File: config.mk
export PLATFORM = sky130hd
export DESIGN_NAME = pipeline_hazard_ctrl
export DESIGN_NICKNAME = d
export VERILOG_FILES = /design/src/rtl/pipeline_ctrl_pkg.sv /design/src/rtl/pipeline_hazard_ctrl_hazard_detect.sv /design/src/rtl/pipeline_hazard_ctrl.sv
export SDC_FILE = /design/constraint.sdc
export NUM_CORES = 1
export LEC_CHECK = 0
export CORE_AREA = 3 3 69 71
export CTS_BUF_LIST = sky130_fd_sc_hd__clkbuf_16
export CTS_CLUSTER_DIAMETER = 120
export CTS_CLUSTER_SIZE = 40
export DETAILED_ROUTE_END_ITERATION = 12
export DIE_AREA = 0 0 72 74
export HOLD_SLACK_MARGIN = 0.15
export PLACE_DENSITY = 0.83
export SLEW_MARGIN = 30
export SYNTH_ARGS = -nofsm -noshare
export SYNTH_HDL_FRONTEND = slang
export SYNTH_SLANG_ARGS = --single-unit
File: constraint.sdc
create_clock -name Clock -period 2.48 [get_ports Clock]
set_input_delay 0.248 -clock Clock [delete_from_list [all_inputs] [get_ports Clock]]
set_output_delay 0.248 -clock Clock [all_outputs]
set_load 0.005 [all_outputs]
File: src/rtl/pipeline_ctrl_pkg.sv
// Shared constants and FSM encodings for the pipeline stall/flush sequencer.
package pipeline_ctrl_pkg;

  localparam int RWIDTH = 5;
  localparam int WORD_W = 32;

  localparam logic [RWIDTH-1:0] REG_ZERO = 5'd0;

  typedef enum logic [1:0] {
    RUN  = 2'd0,
    WAIT = 2'd1
  } ctrl_state_t;

endpackage

File: src/rtl/pipeline_hazard_ctrl_hazard_detect.sv
// Combinational load-use detector: the instruction in EX is a load whose
// destination is read by the instruction in ID.
module hazard_detect
  import pipeline_ctrl_pkg::*;
#(
  parameter int rwidth = RWIDTH
) (
  input  logic [rwidth-1:0] i_idRs,
  input  logic [rwidth-1:0] i_idRt,
  input  logic              i_idUsesRt,
  input  logic              i_exMemRead,
  input  logic [rwidth-1:0] i_exWriteReg,
  output logic              o_loadUse
);

  logic w_destLive;
  logic w_rsHit;
  logic w_rtHit;

  // Register zero is hardwired, so a load targeting it never creates a hazard.
  assign w_destLive = (i_exWriteReg != rwidth'(REG_ZERO));
  assign w_rsHit    = (i_exWriteReg == i_idRs);
  assign w_rtHit    = i_idUsesRt && (i_exWriteReg == i_idRt);
  assign o_loadUse  = i_exMemRead && w_destLive && (w_rsHit || w_rtHit);

endmodule

File: src/rtl/pipeline_hazard_ctrl.sv
// Stall/flush sequencer for the 5-stage pipeline: memory freeze, load-use bubble,
// branch/jump flush, plus a saturating stall-cycle counter.
module pipeline_hazard_ctrl
  import pipeline_ctrl_pkg::*;
#(
  parameter int rwidth      = RWIDTH,
  parameter int MEM_LATENCY = 3,
  parameter int CNT_W       = WORD_W
) (
  input  logic              Clock,
  input  logic              Resetn,
  input  logic [rwidth-1:0] ID_Rs,
  input  logic [rwidth-1:0] ID_Rt,
  input  logic              ID_UsesRt,
  input  logic              ID_BranchTaken,
  input  logic              ID_Jump,
  input  logic              EX_MemRead,
  input  logic [rwidth-1:0] EX_WriteReg,
  input  logic              MEM_MemRead,
  input  logic              MEM_MemWrite,
  output logic              PC_Write,
  output logic              IF_ID_Write,
  output logic              IF_ID_Flush,
  output logic              ID_EX_Bubble,
  output logic              EX_MEM_Write,
  output logic              MEM_WB_Bubble,
  output logic [1:0]        Ctrl_State,
  output logic [CNT_W-1:0]  Stall_Count
);

  localparam int            CW       = (MEM_LATENCY > 2) ? $clog2(MEM_LATENCY) : 1;
  localparam bit            MULTI    = (MEM_LATENCY > 1);
  localparam logic [CW-1:0] CNT_LOAD = CW'((MEM_LATENCY > 1) ? (MEM_LATENCY - 2) : 0);

  ctrl_state_t      r_state;
  ctrl_state_t      w_nextState;
  logic [CW-1:0]    r_cnt;
  logic [CW-1:0]    w_nextCnt;
  logic [CNT_W-1:0] r_stallCount;

  logic w_memop;
  logic w_lu;
  logic w_redirect;
  logic w_freeze;
  logic w_pcWrite;
  logic w_ifIdWrite;
  logic w_ifIdFlush;
  logic w_idExBubble;
  logic w_exMemWrite;
  logic w_memWbBubble;

  hazard_detect #(
    .rwidth(rwidth)
  ) u_hazardDetect (
    .i_idRs      (ID_Rs),
    .i_idRt      (ID_Rt),
    .i_idUsesRt  (ID_UsesRt),
    .i_exMemRead (EX_MemRead),
    .i_exWriteReg(EX_WriteReg),
    .o_loadUse   (w_lu)
  );

  assign w_memop    = MEM_MemRead || MEM_MemWrite;
  assign w_redirect = ID_BranchTaken || ID_Jump;
  // The last WAIT cycle (cnt==0) is the release cycle and is not frozen.
  assign w_freeze   = ((r_state == RUN) && w_memop && MULTI) ||
                      ((r_state == WAIT) && (r_cnt != '0));

  always_ff @(posedge Clock or negedge Resetn) begin
    if (!Resetn) begin
      r_state <= RUN;
      r_cnt   <= '0;
    end else begin
      r_state <= w_nextState;
      r_cnt   <= w_nextCnt;
    end
  end

  always_comb begin
    w_nextState = r_state;
    w_nextCnt   = r_cnt;
    case (r_state)
      RUN: begin
        if (w_memop && MULTI) begin
          w_nextState = WAIT;
          w_nextCnt   = CNT_LOAD;
        end
      end
      WAIT: begin
        if (r_cnt != '0) begin
          w_nextCnt = r_cnt - CW'(1);
        end else begin
          w_nextState = RUN;
        end
      end
      default: begin
        w_nextState = RUN;
        w_nextCnt   = '0;
      end
    endcase
  end

  // Priority: reset forcing, then freeze, then load-use, then redirect.
  always_comb begin
    w_pcWrite     = 1'b1;
    w_ifIdWrite   = 1'b1;
    w_ifIdFlush   = 1'b0;
    w_idExBubble  = 1'b0;
    w_exMemWrite  = 1'b1;
    w_memWbBubble = 1'b0;
    if (!Resetn) begin
      w_pcWrite     = 1'b0;
      w_ifIdWrite   = 1'b0;
      w_ifIdFlush   = 1'b1;
      w_idExBubble  = 1'b1;
      w_memWbBubble = 1'b1;
    end else if (w_freeze) begin
      w_pcWrite     = 1'b0;
      w_ifIdWrite   = 1'b0;
      w_exMemWrite  = 1'b0;
      w_memWbBubble = 1'b1;
    end else if (w_lu) begin
      w_pcWrite    = 1'b0;
      w_ifIdWrite  = 1'b0;
      w_idExBubble = 1'b1;
    end else if (w_redirect) begin
      w_ifIdFlush = 1'b1;
    end
  end

  always_ff @(posedge Clock or negedge Resetn) begin
    if (!Resetn) begin
      r_stallCount <= '0;
    end else if (!w_pcWrite && (r_stallCount != '1)) begin
      r_stallCount <= r_stallCount + CNT_W'(1);
    end
  end

  assign PC_Write      = w_pcWrite;
  assign IF_ID_Write   = w_ifIdWrite;
  assign IF_ID_Flush   = w_ifIdFlush;
  assign ID_EX_Bubble  = w_idExBubble;
  assign EX_MEM_Write  = w_exMemWrite;
  assign MEM_WB_Bubble = w_memWbBubble;
  assign Ctrl_State    = r_state;
  assign Stall_Count   = r_stallCount;

endmodule

==> run_summary.xml, run 1 <==
<?xml version="1.0" encoding="UTF-8"?>
<metrics>
  <group name="status">
    <metric name="run_status" unit="">complete, no violations</metric>
  </group>
  <group name="placement">
    <metric name="place.gp.congestion" unit="">0.7441</metric>
    <metric name="dp_worst_setup_slack" unit="ns">-0.09250</metric>
    <metric name="place_hpwl" unit="µm">3390</metric>
    <metric name="port_buffers" unit="">61</metric>
  </group>
  <group name="setup_path">
    <metric name="cp_max_fanout" unit="">3</metric>
    <metric name="critPathLaunchType" unit="">primary input</metric>
    <metric name="critPathRequiredTime" unit="ns">2.23</metric>
    <metric name="critical_path.endpoint_type" unit="">output port</metric>
    <metric name="arrival" unit="ns">2.23</metric>
    <metric name="crit_type" unit="">primary input to output port</metric>
  </group>
  <group name="timing">
    <metric name="hold-worst-slack" unit="ns">0.4897</metric>
    <metric name="timing.final.max_slew_violations" unit="">0</metric>
    <metric name="hold_violations" unit="">0</metric>
    <metric name="rsz0062_at_grt" unit="">yes</metric>
    <metric name="final_setup_fails" unit="">0</metric>
    <metric name="max_freq" unit="MHz">403.4</metric>
    <metric name="final.min_clock_period" unit="ns">2.479</metric>
    <metric name="min_period_over_period" unit="">0.9996</metric>
    <metric name="setup_ws" unit="ns">0.0009868</metric>
    <metric name="worst_clock_skew" unit="ns">0.004947</metric>
  </group>
  <group name="clock_network">
    <metric name="h-tree-depth" unit="">2</metric>
    <metric name="tritoncts" unit="">built</metric>
    <metric name="cts-root-buf" unit="">clkbuf_16</metric>
    <metric name="clock_latency" unit="ns">0.28</metric>
    <metric name="cts.sink_count" unit="">35</metric>
    <metric name="clkTransAtPathRegs" unit="ns">0.05</metric>
    <metric name="numCtsBuffers" unit="">5</metric>
    <metric name="cts-root-to-sink-buffers" unit="">2</metric>
  </group>
  <group name="global_routing">
    <metric name="grt_pass1_vias" unit="">1659</metric>
    <metric name="grt-ovfl-total" unit="">0</metric>
    <metric name="grt_pass1_wl" unit="µm">7686</metric>
    <metric name="global_route_usage_over_all_layers" unit="">0.1847</metric>
    <metric name="grt_start_max_net_pins" unit="">39</metric>
    <metric name="antenna_found_initial" unit="">0</metric>
  </group>
  <group name="die">
    <metric name="rows" unit="">24</metric>
    <metric name="die_area" unit="µm²">5328</metric>
    <metric name="die_width" unit="µm">72</metric>
    <metric name="core-area" unit="µm²">4294</metric>
    <metric name="start_util" unit="">0.4487</metric>
    <metric name="floorplan.die.height" unit="µm">74</metric>
    <metric name="io_pins" unit="">63</metric>
  </group>
  <group name="synth">
    <metric name="syn-num-nets" unit="">212</metric>
    <metric name="warning_count_from_the_yosys_run" unit="">0</metric>
    <metric name="syn_inst" unit="">187</metric>
    <metric name="synth.ff_latch_count" unit="">35</metric>
    <metric name="synth.mux.area_fraction" unit="">0.007792</metric>
    <metric name="synth_xor_area_frac" unit="">0.1864</metric>
    <metric name="synth-adder-area-share" unit="">0.01299</metric>
    <metric name="synth_sequential_area_ratio" unit="">0.4545</metric>
    <metric name="yosys.area_share.simple" unit="">0.2669</metric>
    <metric name="synth_edf_count" unit="">0</metric>
    <metric name="synth.avg_cell_area" unit="µm²">10.30</metric>
    <metric name="synth_flop_cell" unit="">dfrtp_1</metric>
    <metric name="netlist_area" unit="µm²">1927</metric>
    <metric name="synth_top_family_by_area" unit="">simple AND/OR/NAND/NOR gates</metric>
    <metric name="share_of_the_synthesized_area_in_compound_gates_ao_oa_aoi_oai" unit="">0.03636</metric>
    <metric name="async_flop_share" unit="">1.000</metric>
    <metric name="post_synth_num_cell_types" unit="">36</metric>
  </group>
  <group name="power">
    <metric name="powerDensity" unit="nW/µm²">717.9</metric>
    <metric name="vdd_drop_max" unit="mV">0.5326</metric>
    <metric name="power_leakage" unit="nW">1.303</metric>
  </group>
  <group name="cells_and_area">
    <metric name="drive_above_1_share" unit="">0.1445</metric>
    <metric name="mostFrequentLayoutCells" unit="">clkdlybuf4s50_1, dfrtp_1, xor2_1</metric>
    <metric name="diodes" unit="">0</metric>
    <metric name="layout_commonest_cell" unit="">clkdlybuf4s50_1</metric>
    <metric name="layout_area_overhead" unit="%">47.34</metric>
    <metric name="final_nets" unit="">287</metric>
  </group>
  <group name="drt">
    <metric name="drtAntennaViolNets" unit="">0</metric>
    <metric name="dr.pass1.iters" unit="">4</metric>
    <metric name="route.detailed.wl_per_inst" unit="µm">14.48</metric>
    <metric name="residual_drc_count" unit="">0</metric>
    <metric name="avgViaCountPerCell" unit="">5.137</metric>
    <metric name="detail_route.wirelength" unit="µm">4560</metric>
    <metric name="vias" unit="">1618</metric>
    <metric name="drt_iter0_markers" unit="">30</metric>
  </group>
  <group name="min_path">
    <metric name="hp-class" unit="">flip-flop to flip-flop</metric>
  </group>
  <group name="run">
    <metric name="max_cap_violations" unit="">0</metric>
  </group>
</metrics>
[where the power goes]
group          switching [mW]  total [mW]  internal (mW)
Sequential             0.0896       0.750          0.660
Combinational           0.284       0.709          0.425
Clock                   0.217       0.579          0.362
Total                   0.591        2.04           1.45
[registers in the layout, indices dropped and copies added, names as in the netlist]
name	flops
Stall_Count	32
r_cnt	2
Ctrl_State	1
[per-layer routing]
layer | part of all wire | global-route usage | up-vias
met3 | 0.11 | 0.05811 | 10
met1 | 0.40 | 0.2333 | 755
met4 | 0.021 | 0.06889 | 0
met5 | 0 | 0 | -
li1 | - | - | 776
met2 | 0.47 | 0.3000 | 77
[synth_stat cells (3+ instances only)]
cell type | n | area share
o21ai_0 | 4 | 0.010
xor2_1 | 27 | 0.12
nor4_2 | 3 | 0.019
nand2_1 | 25 | 0.049
xnor2_1 | 14 | 0.064
inv_1 | 6 | 0.012
nand3_1 | 10 | 0.026
nand4_1 | 5 | 0.016
nor3_1 | 7 | 0.018
nor2_1 | 18 | 0.035
dfrtp_1 | 35 | 0.45
nor3_2 | 5 | 0.026
[path summary, 6_finish.rpt]
| check | start | slack (ns) | to | depth (start not counted) |
|---|---|---|---|---|
| worst min register to register | Stall_Count[7] | 0.49 | Stall_Count[7] | 1 |
| worst max register to register | Stall_Count[0] | 0.20 | Stall_Count[1] | 8 |
| min in group asynchronous | Resetn | 0.62 | Stall_Count[1] | 3 |
| worst min-delay path | Stall_Count[7] | 0.49 | Stall_Count[7] | 1 |
| max in group asynchronous | Resetn | 1.54 | Stall_Count[14] | 3 |
| worst max-delay path | EX_WriteReg[0] | 0.001 | ID_EX_Bubble | 7 |
[cell type report]
| class | instances | area (µm²) |
|---|---|---|
| multi-input combinational | 142 | 1007 |
| tap | 52 | 65.06 |
| clock buffer | 5 | 125.1 |
| clock inverter | 3 | 12.51 |
| inverter | 6 | 22.52 |
| timing repair buffer | 72 | 730.7 |
| fill | 346 | 1455 |
| sequential | 35 | 875.8 |
[critical path, stage by stage]
cell and delay (ns):
clkdlybuf4s50_1 0.48, or4_4 0.56, o21ai_2 0.23, nor2_1 0.10, nand2_1 0.09, nand2_1 0.06
clkdlybuf4s50_1 0.46
[stage by stage]
step	total power, mW	util	area [µm²]	TNS, ns	instances
after CTS	2.031	0.6521	2800	0	314
after global routing	2.159	0.6611	2839	-0.1334	315
after floorplan	1.084	-	1927	0	187
after global placement	1.415	0.6168	2649	-0.08710	305
final	2.038	0.6611	2839	0	315
after detailed placement	1.438	0.6168	2649	-0.2852	305
[cell families (layout without fill, tap and decap cells)]
logic type | Yosys count | in the layout
compound gates | 9 | 9
xor+xnor | 41 | 41
fa+ha+maj | 2 | 2
buf+inv | 10 | 86
flops | 35 | 35
mux | 1 | 1
other cells | 1 | 1
simple gates | 88 | 88
[timing repair]
| item | CTS | global route |
|---|---|---|
| pin swaps | 0 | 2 |
| setup endpoints to repair | 3 | 24 |
| hold buffers | 1 | 0 |
| hold endpoints to repair | 35 | 0 |
| resized for setup | 2 | 4 |
| gates cloned | 0 | 0 |
| setup buffers | 0 | 1 |
(Power assumes the default switching activity.)
==> inputs of run 2 (changes only) <==
--- a/config.mk
+++ b/config.mk
@@ -11,6 +11,7 @@
 export CTS_CLUSTER_SIZE = 40
 export DETAILED_ROUTE_END_ITERATION = 12
 export DIE_AREA = 0 0 72 74
+export GPL_TIMING_DRIVEN = 0
 export HOLD_SLACK_MARGIN = 0.15
 export PLACE_DENSITY = 0.83
 export SLEW_MARGIN = 30
==> run 2 against run 1 <==
  * Cell count shrank 0.63%
  * Worst setup slack gained 0.079 ns
  * Via count grew 1.2%
  * Sequential share of layout area shrank 0.16 points
  * Count of clock-buffer cells in the layout is the same
  * Power grew 6.0%
  * Die area is the same
  * Hold slack lost 0.027 ns
  * Wire length grew 2.5%
  * Fmax grew 3.3%
  * Sequential power grew 0.9%
  * Clock skew is essentially flat
==> run_summary.xml, run 2 (same netlist as run 1, synthesis figures left out) <==
<?xml version="1.0" encoding="UTF-8"?>
<metrics>
  <group name="clock_network">
    <metric name="clkTransAtPathRegs" unit="ns">0.05</metric>
    <metric name="cts-root-to-sink-buffers" unit="">2</metric>
    <metric name="cts.sink_count" unit="">35</metric>
    <metric name="h-tree-depth" unit="">2</metric>
    <metric name="numCtsBuffers" unit="">5</metric>
    <metric name="clock_latency" unit="ns">0.28</metric>
    <metric name="cts-root-buf" unit="">clkbuf_16</metric>
    <metric name="tritoncts" unit="">built</metric>
  </group>
  <group name="drt">
    <metric name="maxUsedRoutingLayer" unit="">met4</metric>
    <metric name="residual_drc_count" unit="">0</metric>
    <metric name="detail_route.wirelength" unit="µm">4673</metric>
    <metric name="wl_met2" unit="µm">2325</metric>
    <metric name="avgViaCountPerCell" unit="">5.230</metric>
    <metric name="drtAntennaViolNets" unit="">0</metric>
    <metric name="route.met3.wl" unit="µm">463</metric>
    <metric name="route.layer.met1.wl" unit="µm">1819</metric>
    <metric name="vias" unit="">1637</metric>
    <metric name="route.detailed.wl_per_inst" unit="µm">14.93</metric>
    <metric name="drt_iter0_markers" unit="">48</metric>
    <metric name="dr.pass1.iters" unit="">4</metric>
  </group>
  <group name="power">
    <metric name="vdd_drop_max" unit="mV">0.5808</metric>
    <metric name="power_leakage" unit="nW">1.313</metric>
    <metric name="powerDensity" unit="nW/µm²">757.1</metric>
  </group>
  <group name="die">
    <metric name="io_pins" unit="">63</metric>
    <metric name="start_util" unit="">0.4487</metric>
    <metric name="core-area" unit="µm²">4294</metric>
    <metric name="floorplan.die.height" unit="µm">74</metric>
    <metric name="die_area" unit="µm²">5328</metric>
    <metric name="rows" unit="">24</metric>
    <metric name="die_width" unit="µm">72</metric>
  </group>
  <group name="cells_and_area">
    <metric name="multiInputGateArea" unit="µm²">1018</metric>
    <metric name="sequential_cell_area" unit="µm²">875.8</metric>
    <metric name="layout.core_utilization" unit="">0.6646</metric>
    <metric name="final_nets" unit="">285</metric>
    <metric name="layout_area_overhead" unit="%">48.12</metric>
    <metric name="layout_commonest_cell" unit="">clkdlybuf4s50_1</metric>
    <metric name="mostFrequentLayoutCells" unit="">clkdlybuf4s50_1, dfrtp_1, xor2_1</metric>
    <metric name="post-route-cell-area" unit="µm²">2854</metric>
    <metric name="diodes" unit="">0</metric>
    <metric name="drive_above_1_share" unit="">0.1418</metric>
    <metric name="final.fill_count" unit="">345</metric>
    <metric name="largest_register_ff_count" unit="">32</metric>
  </group>
  <group name="min_path">
    <metric name="hp-class" unit="">primary input to async pin</metric>
  </group>
  <group name="global_routing">
    <metric name="grt_pass1_vias" unit="">1665</metric>
    <metric name="grt_pass1_wl" unit="µm">7548</metric>
    <metric name="global_route_usage_over_all_layers" unit="">0.1832</metric>
    <metric name="antenna_found_initial" unit="">0</metric>
    <metric name="grt-ovfl-total" unit="">0</metric>
    <metric name="grt_start_max_net_pins" unit="">23</metric>
  </group>
  <group name="placement">
    <metric name="place.gp.congestion" unit="">0.7313</metric>
    <metric name="place_hpwl" unit="µm">3357</metric>
    <metric name="port_buffers" unit="">61</metric>
    <metric name="dp_worst_setup_slack" unit="ns">-0.2176</metric>
    <metric name="placed_cell_area" unit="µm²">2625</metric>
  </group>
  <group name="timing">
    <metric name="rsz0062_at_grt" unit="">no</metric>
    <metric name="max_freq" unit="MHz">416.7</metric>
    <metric name="hold_violations" unit="">0</metric>
    <metric name="worst_clock_skew" unit="ns">0.004820</metric>
    <metric name="setup_ws" unit="ns">0.07996</metric>
    <metric name="timing.final.max_slew_violations" unit="">0</metric>
    <metric name="slew_headroom" unit="">0.4770</metric>
    <metric name="hold-worst-slack" unit="ns">0.4622</metric>
    <metric name="min_period_over_period" unit="">0.9678</metric>
    <metric name="final_setup_fails" unit="">0</metric>
    <metric name="final.min_clock_period" unit="ns">2.400</metric>
    <metric name="worst_max_slew_pin_slew" unit="ns">0.7819</metric>
  </group>
  <group name="status">
    <metric name="run_status" unit="">complete, no violations</metric>
  </group>
  <group name="setup_path">
    <metric name="critPathLaunchType" unit="">primary input</metric>
    <metric name="r2r_start" unit="">Stall_Count[0]</metric>
    <metric name="crit_type" unit="">primary input to output port</metric>
    <metric name="cp_max_fanout" unit="">4</metric>
    <metric name="arrival" unit="ns">2.15</metric>
    <metric name="worst-r2r-setup-slack" unit="ns">0.21</metric>
    <metric name="critPathRequiredTime" unit="ns">2.23</metric>
    <metric name="beginning_of_the_critical_path" unit="">EX_WriteReg[4]</metric>
    <metric name="critical_path.endpoint_type" unit="">output port</metric>
  </group>
  <group name="run">
    <metric name="max_cap_violations" unit="">0</metric>
  </group>
</metrics>
[run 2: cell types whose count changed in the layout (fill, tap and decap cells not counted), sizes merged]
cell,delta
dlygate4sd3,+1
inv,-2
buf,-3
clkdlybuf4s50,-3
bufinv,+1
clkinv,+1
dlygate4sd2,+3
[run 2: path summary, 6_finish.rpt]
check	to	depth (start not counted)
worst max-delay path	PC_Write	7
worst min-delay path	Stall_Count[11]	3
worst max register to register	Stall_Count[1]	8
worst min register to register	Stall_Count[7]	1
max in group asynchronous	Stall_Count[6]	3
min in group Clock	Stall_Count[7]	1
[run 2: critical path: stages]
cell	delay [ns]
clkdlybuf4s50_1	0.46
or4_1	0.43
o21ai_2	0.21
o21bai_4	0.13
inv_1	0.09
buf_4	0.10
clkdlybuf4s50_1	0.48
[run 2: layout make-up]
type,instances,share of cell area
inverters,6,0.007891
multi-input cells,142,0.3569
repair buffers,66,0.2337
clock buffers,5,0.04384
flip-flops and latches,35,0.3069
clock inverters,3,0.01359
plain buffers,4,0.01447
well taps,52,0.02280
[run 2: power breakdown]
| part | leakage, nW | internal, mW | switching (mW) | total [mW] |
|---|---|---|---|---|
| Combinational | 0.763 | 0.419 | 0.285 | 0.704 |
| Clock | 0.0812 | 0.468 | 0.232 | 0.700 |
| Sequential | 0.469 | 0.660 | 0.0976 | 0.757 |
[run 2: timing repair]
action                                 in CTS  in global routing
hold buffers                                2                  0
endpoints found under the hold margin      17                  0
pin swaps                                   1                  3
buffers inserted                            0                  2
setup endpoints to repair                   4                 21
gates resized for setup                     6                  5
[run 2: per-layer routing]
metal	vias up	GRT usage
met2	64	0.3122
met3	6	0.06486
met1	796	0.2121
met5	-	0
met4	0	0.07307
li1	771	-
[run 2: through the flow]
step | total power, mW | std cells | setup TNS (ns)
4_1_cts | 2.133 | 311 | 0
3_3_place_gp | 1.383 | 300 | -21.61
5_1_grt | 2.284 | 313 | 0
6_report | 2.161 | 313 | 0
3_5_place_dp | 1.419 | 301 | -0.6240
2_1_floorplan | 1.084 | 187 | 0
